## config.mk

```make
export PLATFORM = sky130hd
export DESIGN_NAME = irq_front
export DESIGN_NICKNAME = d
export VERILOG_FILES = /design/src/rtl/irq_pkg.sv /design/src/rtl/irq_sync.sv /design/src/rtl/irq_front.sv
export SDC_FILE = /design/constraint.sdc
export NUM_CORES = 1
export LEC_CHECK = 0
export BUFFER_PORTS_ARGS = -buffer_cell sky130_fd_sc_hd__buf_2
export CAP_MARGIN = 10
export CORE_MARGIN = 2
export CORE_UTILIZATION = 54
export DETAILED_ROUTE_END_ITERATION = 10
export PLACE_DENSITY = 0.82
export SETUP_SLACK_MARGIN = 0.5
export SKIP_CTS_REPAIR_TIMING = 1
export SLEW_MARGIN = 20
export SYNTH_ARGS = -nofsm -noshare
export SYNTH_HDL_FRONTEND = slang
export SYNTH_HIERARCHICAL = 1
export SYNTH_SLANG_ARGS = --single-unit
```

## constraint.sdc

```tcl
create_clock -name clk -period 3.8 [get_ports clk]
set_input_delay 0.76 -clock clk [delete_from_list [all_inputs] [get_ports clk]]
set_output_delay 0.76 -clock clk [all_outputs]
set_load 0.05 [all_outputs]
```

## src/rtl/irq_pkg.sv

```systemverilog
// Shared definitions for the interrupt front-end: line count, fixed line
// assignments and the per-line vector type.
package irq_pkg;

   localparam int unsigned NUM_IRQ      = 32;

   // Fixed line assignments
   localparam int unsigned IRQ_TIMER    = 0;
   localparam int unsigned IRQ_EBREAK   = 1;
   localparam int unsigned IRQ_BUSERROR = 2;

   typedef logic [NUM_IRQ-1:0] irq_vec_t;

endpackage : irq_pkg

```

## src/rtl/irq_sync.sv

```systemverilog
// Single-bit synchronizer: a SYNC_STAGES-deep flop chain that brings one
// asynchronous interrupt source into the clk domain. Resets to 0, so a line
// held high across reset release produces exactly one rising edge downstream.
module irq_sync #(
   parameter int unsigned SYNC_STAGES = 2
) (
   input  logic clk,
   input  logic resetn,
   input  logic i_d,
   output logic o_q
);

   logic [SYNC_STAGES-1:0] r_chain;

   // Shift the raw input through the chain; the oldest stage is the output
   always_ff @(posedge clk or negedge resetn) begin
      if (!resetn) begin
         r_chain <= '0;
      end else begin
         r_chain <= {r_chain[SYNC_STAGES-2:0], i_d};
      end
   end

   assign o_q = r_chain[SYNC_STAGES-1];

endmodule : irq_sync

```

## src/rtl/irq_front.sv

```systemverilog
// Interrupt front-end: synchronizes 32 raw sources, applies per-line masking
// and edge/level latching, holds pending bits until end-of-interrupt, flags
// overruns, and runs the one-shot countdown timer that owns line 0.
module irq_front
   import irq_pkg::*;
#(
   parameter int unsigned SYNC_STAGES      = 2,
   parameter logic [31:0] MASKED_IRQ       = 32'h0000_0000,
   parameter logic [31:0] LATCHED_IRQ      = 32'hffff_ffff,
   parameter logic [31:0] EDGE_IRQ         = 32'hffff_ffff,
   parameter bit          ENABLE_IRQ_TIMER = 1'b1
) (
   input  logic        clk,
   input  logic        resetn,
   input  logic [31:0] irq_in,
   input  logic [31:0] eoi,
   input  logic        timer_wr,
   input  logic [31:0] timer_wdata,
   output logic [31:0] timer_rdata,
   output logic [31:0] irq,
   output logic        irq_any,
   output logic [31:0] irq_overrun
);

   // The timer line always behaves as a latched line, whatever LATCHED_IRQ says,
   // and its external input is ignored.
   localparam irq_vec_t TIMER_MASK = irq_vec_t'(ENABLE_IRQ_TIMER) << IRQ_TIMER;
   localparam irq_vec_t LATCH_EFF  = irq_vec_t'(LATCHED_IRQ) | TIMER_MASK;

   generate
      if (SYNC_STAGES < 2 || SYNC_STAGES > 3) begin : g_bad_depth
         $error("irq_front: SYNC_STAGES must be 2 or 3");
      end
   endgenerate

   irq_vec_t    w_sync;
   irq_vec_t    r_prev;
   irq_vec_t    w_rise;
   irq_vec_t    w_set;
   irq_vec_t    w_ovr_evt;
   irq_vec_t    w_pending_nxt;
   irq_vec_t    w_overrun_nxt;
   irq_vec_t    r_pending;
   irq_vec_t    r_overrun;
   logic [31:0] r_timer;
   logic [31:0] w_timer_nxt;
   logic        w_timer_expire;

   // One synchronizer per external line
   generate
      for (genvar gi = 0; gi < NUM_IRQ; gi++) begin : g_sync
         irq_sync #(
            .SYNC_STAGES (SYNC_STAGES)
         ) u_sync (
            .clk    (clk),
            .resetn (resetn),
            .i_d    (irq_in[gi]),
            .o_q    (w_sync[gi])
         );
      end
   endgenerate

   // Timer next value: a write wins and never expires; otherwise count down
   // to 0 and stop, flagging expiry on the 1->0 step
   always_comb begin
      w_timer_nxt    = r_timer;
      w_timer_expire = 1'b0;
      if (timer_wr) begin
         w_timer_nxt = timer_wdata;
      end else if (r_timer != '0) begin
         w_timer_nxt    = r_timer - 32'd1;
         w_timer_expire = (r_timer == 32'd1);
      end
   end

   // Per-line set condition: masked lines never set, edge lines set on a
   // synchronized rise, level lines set while high, line 0 on timer expiry
   always_comb begin
      w_rise = w_sync & ~r_prev;
      w_set  = ~irq_vec_t'(MASKED_IRQ) &
               ((irq_vec_t'(EDGE_IRQ) & w_rise) | (~irq_vec_t'(EDGE_IRQ) & w_sync));
      if (ENABLE_IRQ_TIMER) begin
         w_set[IRQ_TIMER] = ~MASKED_IRQ[IRQ_TIMER] & w_timer_expire;
      end
   end

   // Pending/overrun next state: latched lines hold until eoi with set taking
   // precedence; non-latched lines follow the synchronized level and never
   // report overruns
   always_comb begin
      w_ovr_evt     = LATCH_EFF & w_set & r_pending & ~eoi;
      w_pending_nxt = (LATCH_EFF & (w_set | (r_pending & ~eoi))) |
                      (~LATCH_EFF & w_sync & ~irq_vec_t'(MASKED_IRQ));
      w_overrun_nxt = LATCH_EFF & (w_ovr_evt | (r_overrun & ~eoi));
   end

   // Edge-detect history of the synchronized lines
   always_ff @(posedge clk or negedge resetn) begin
      if (!resetn) begin
         r_prev <= '0;
      end else begin
         r_prev <= w_sync;
      end
   end

   // Pending vector and sticky overrun flags
   always_ff @(posedge clk or negedge resetn) begin
      if (!resetn) begin
         r_pending <= '0;
         r_overrun <= '0;
      end else begin
         r_pending <= w_pending_nxt;
         r_overrun <= w_overrun_nxt;
      end
   end

   // Countdown timer register
   always_ff @(posedge clk or negedge resetn) begin
      if (!resetn) begin
         r_timer <= '0;
      end else begin
         r_timer <= w_timer_nxt;
      end
   end

   assign irq         = r_pending;
   assign irq_any     = |r_pending;
   assign irq_overrun = r_overrun;
   assign timer_rdata = r_timer;

endmodule : irq_front
```

== Yosys cells after proc, flatten, opt, wreduce, memory -nomap -nowiden ==
Index checks and enable logic that the tools add are counted.
Cells by class
  add/sub/neg operators: 1
  equality and inequality tests: 1
  multiplexer cells: 4
  bitwise operators: 9
  reduce and logical (&&, ||, !) cells: 3
Operators with widths (number)
  32-bit bitwise AND: 5
  32-bit two-way mux: 2
  32-bit inverter: 2
  32-bit OR: 2
  32-bit by 1-bit equality test with 1-bit output, second input constant: 1
  32-bit nonzero test: 1
  32-bit OR reduction: 1
  32-bit by 1-bit subtractor with 32-bit output, second input constant: 1
  1-bit two-way mux: 2
  2-bit nonzero test: 1
Storage, ports and cells
  flip-flop bits (word level): 192
  input bits: 99
  output and inout port bits: 97
  logic and storage cells: 54

== Logic depth before layout (Yosys ltp) ==
  word-level depth: 6
  gate-level depth with buffers: 8
  gate-level depth less buffers: 6

== Hierarchy ==
Netlist, hierarchy kept.
By module, submodules not included
  irq_front: instances 1, cells an instance 490, area each 5333.9 um^2, seq. area each 3178.0 um^2
  irq_sync: instances 31, cells an instance 2, area each 50.0 um^2, seq. area each 50.0 um^2

== Worst setup path before layout ==
OpenSTA, ideal clock, no wires.
  kind: register to register
  start: register r_timer[25] (netlist: timer_rdata[25])
  end: register r_timer[21] (netlist: timer_rdata[21])
  library setup time: 0.069 ns
  arrival time: 2.153 ns
  data required time: 3.731 ns
  slack: 1.578 ns
  stages on the path, launching flop included: 7
  buffers on the path: 1
  clock period less this slack: 2.222 ns
  path through: dfrtp_1 nor4_2 nand3b_2 or4_4 buf_6 a311o_1 nand3_1
Between the ends
  longest elaborated chain between the ends: 2
Ends and longest elaborated chain
  from (decl): RTL line irq_front.sv:45  | logic [31:0] r_timer;
  from (signal assigned): RTL line irq_front.sv:122  | r_timer <= w_timer_nxt;
  32-bit nonzero test: RTL line irq_front.sv:70  | end else if (r_timer != '0) begin
  2-bit nonzero test (no source line)
No other way between the ends.
A chain may end at the register's enable or synchronous reset.

== Final worst setup path ==
  start: register r_pending[28] (netlist: irq[28])
  end: output irq_any
Between the ends
  longest elaborated chain between the ends: 1
Ends and longest elaborated chain
  from (decl): RTL line irq_front.sv:43  | irq_vec_t r_pending;
  from (signal assigned): RTL line irq_front.sv:112  | r_pending <= w_pending_nxt;
  32-bit OR reduction: RTL line irq_front.sv:127  | assign irq_any = |r_pending;
  to (decl): RTL line irq_front.sv:21  | output logic irq_any,
No other way between the ends.

==> results.md <==
* Peak VDD IR at 0.329 mV
* Dpl hpwl at 11,200 µm
* Via count at 5,069
* Relative slew slack at 0.546
* Crit path buf inv count at 1
* Worst Tran Pin Value at 681 ps
* Final setup viols at 0
* Drt first-iter violations at 364
* Max clock buf depth at 2
* Syn_nets at 654
* Yosys top cell by area: dfrtp_1
* Number of flops mapped to enable cells by yosys at 0
* RSZ-0062 raised after global routing: no
* Met1 track demand over resource at 0.283
* Die Span Y at 117 µm
* Avg Cell Area, Syn at 12.5 µm²
* FP Rows at 41
* Congestion Overflow GR at 0
* Critical path class: reg2out
* DRT Pass-1 Iters at 5
* Global-route wire length before repair at 25,000 µm
* Slowest-stage cell, CP: nor4_1
* Placed standard-cell area at 0.00806 mm²
* Reg2Reg Depth at 5
* Cell Pwr Density at 547 mW/mm²
* Most instantiated cells after synthesis: 189 x dfrtp_1, 69 x inv_1, 45 x nor2_1
* Setup tns final at 0 ps
* RR Startpoint: timer_rdata[6]
* Fin area at 0.00865 mm²
* Hold Violations, Final at 0
* Yosys warnings at 6
* Die width at 117 µm
* Required time of the critical path at 3040 ps
* Total CTS buffers at 17
* Core ar. at 0.0125 mm²
* Yosys top cell area share at 0.687
* Largest cells by area after synthesis: dfrtp_1 69%, a22o_1 4.1%, inv_1 3.8%
* Via/cell ratio at 5.40
* Initial antenna violation count at 0
* Worst EP arrival at 2120 ps
* Fill cells at 883
* Clk sinks at 189
* Max-Cap Viols at 0
* Clock skew at 9.04 ps
* Most used DFF post-synth: dfrtp_1
* Async SR Flop Fraction at 1.00
* Routing usage on met2 at 0.407
* Largest stage delay on the critical path at 590 ps
* DRC viols at 0
* Number of global-route vias before repair at 5,161
* GRT busiest layer: met2
* Post-Synthesis Cell Area at 0.00689 mm²
* Initial core utilization at 0.550
* Seq/Total Area, Yosys at 0.687
* Root buffer cell: clkbuf_16
* GR Layer Usage met3 at 0.0757
* IO buf count at 194
* CP Cell Sequence: nor4_1 > nand4_1 > or2_2 > buf_2
* Worst R2R End: timer_rdata[17]
* Largest net degree at the start of global routing at 88
* GP Congestion at 0.847
* Area grow syn2layout at 25.6%
* Status: finished, final reports clean
* Reg2reg setup slack at 1170 ps
* Cells after Synth at 552
* Post-route minimum period at 2880 ps
* CP delay by family, top: simple AND/OR/NAND/NOR gates
* Number of diodes at 0
* Final Power at 4740 µW
* Post-route ant nets at 0
* Leak at 0.00431 µW
* CTS tree: done
* Slew Limit Fails at 0
* Synth Register Bits at 189
* WL final at 16,000 µm
* Max Freq at 347 MHz
* Die footprint at 0.0137 mm²
* Number of distinct library cells after synthesis at 45
* GR Util All Layers at 0.243
* Layout cells sized above 1 at 0.313
* Wirelength per Cell at 17.1 µm
* Nets@finish at 858
* Ports at 196
* Max Fanout on Critical Path at 4
* Worst min-delay path category: in2async
* Tcrit/Tclk final at 0.758
* CP endpoint kind: output pin
* Clock slew at reported path FFs at 60 ps
* CTS H-tree lvls at 4
* Cell with the most instances after synthesis: dfrtp_1
* CP Launch Type: flip-flop
* Worst skew pair latency at 430 ps
-- through the flow --
stage | util | hold WS (ps) | instances | setup slack [ps]
after floorplan | - | 331 | 552 | 1580
after global placement | 0.644 | 333 | 909 | 1250
after detailed placement | 0.644 | 335 | 909 | 1220
after CTS | 0.691 | 344 | 939 | 973
after global routing | 0.691 | 356 | 939 | 875
final | 0.691 | 334 | 939 | 921
-- kinds of logic after synthesis --
family | after synthesis | synth area share
adder cells (fa/ha/maj) | 3 | 0.00545
XOR/XNOR | 16 | 0.0204
flip-flops | 189 | 0.687
AO/OA/AOI/OAI | 102 | 0.106
AND/OR/NAND/NOR | 159 | 0.132
buffers and inverters | 81 | 0.0465
multiplexers | 2 | 0.00309
-- metal layers --
layer,up-vias,part of all wire
met3,37,0.075
li1,2343,-
met2,213,0.50
met4,0,0.029
met5,-,0
met1,2476,0.39
-- worst register-to-register path: stages, from the launching register on --
cell	delay [ps]
dfrtp_1	430
nor3_2	390
nand4b_1	540
nor2_1	530
or4b_1	480
a31oi_1	180
-- flip-flops by register name, indices dropped and copies added, names as in the netlist --
signal,count
irq,32
irq_overrun,32
r_prev,31
g_sync.u_sync/r_chain,62
timer_rdata,32
-- layout make-up --
class	instances	area [µm²]	area share
timing repair buffer	197	1010	0.117
multi-input combinational	282	1840	0.213
tap	172	215	0.0249
inverter	69	259	0.0299
clock buffer	21	450	0.0521
sequential	189	4730	0.547
clock inverter	9	136	0.0158
-- cell usage in the layout (no fill, tap or decap), drive strengths merged, types with 11 or more instances in the layout --
cell type	count
inv	72
buf	196
clkbuf	22
dfrtp	189
a31oi	38
or4	13
xnor2	13
nand2	35
nor2	45
nor4	23
a22o	32
o21ai	13
nand3	11
-- power by group --
| part | internal (µW) | switching [µW] | total (µW) | leakage, µW |
|---|---|---|---|---|
| Clock | 1050 | 725 | 1780 | 0.000286 |
| Combinational | 189 | 496 | 685 | 0.00174 |
| Sequential | 2140 | 130 | 2270 | 0.00229 |
-- worst max path at each step --
stage,start,end,slack [ps],depth (start not counted)
after floorplan,timer_rdata[25],timer_rdata[21],1580,6
after global placement,timer_wr,timer_rdata[31],1250,4
after detailed placement,timer_wr,timer_rdata[31],1220,4
after CTS,irq[3],irq_any,970,4
after global routing,irq[3],irq_any,880,4
final,irq[28],irq_any,920,4
Power figures use the tool's default switching activity.
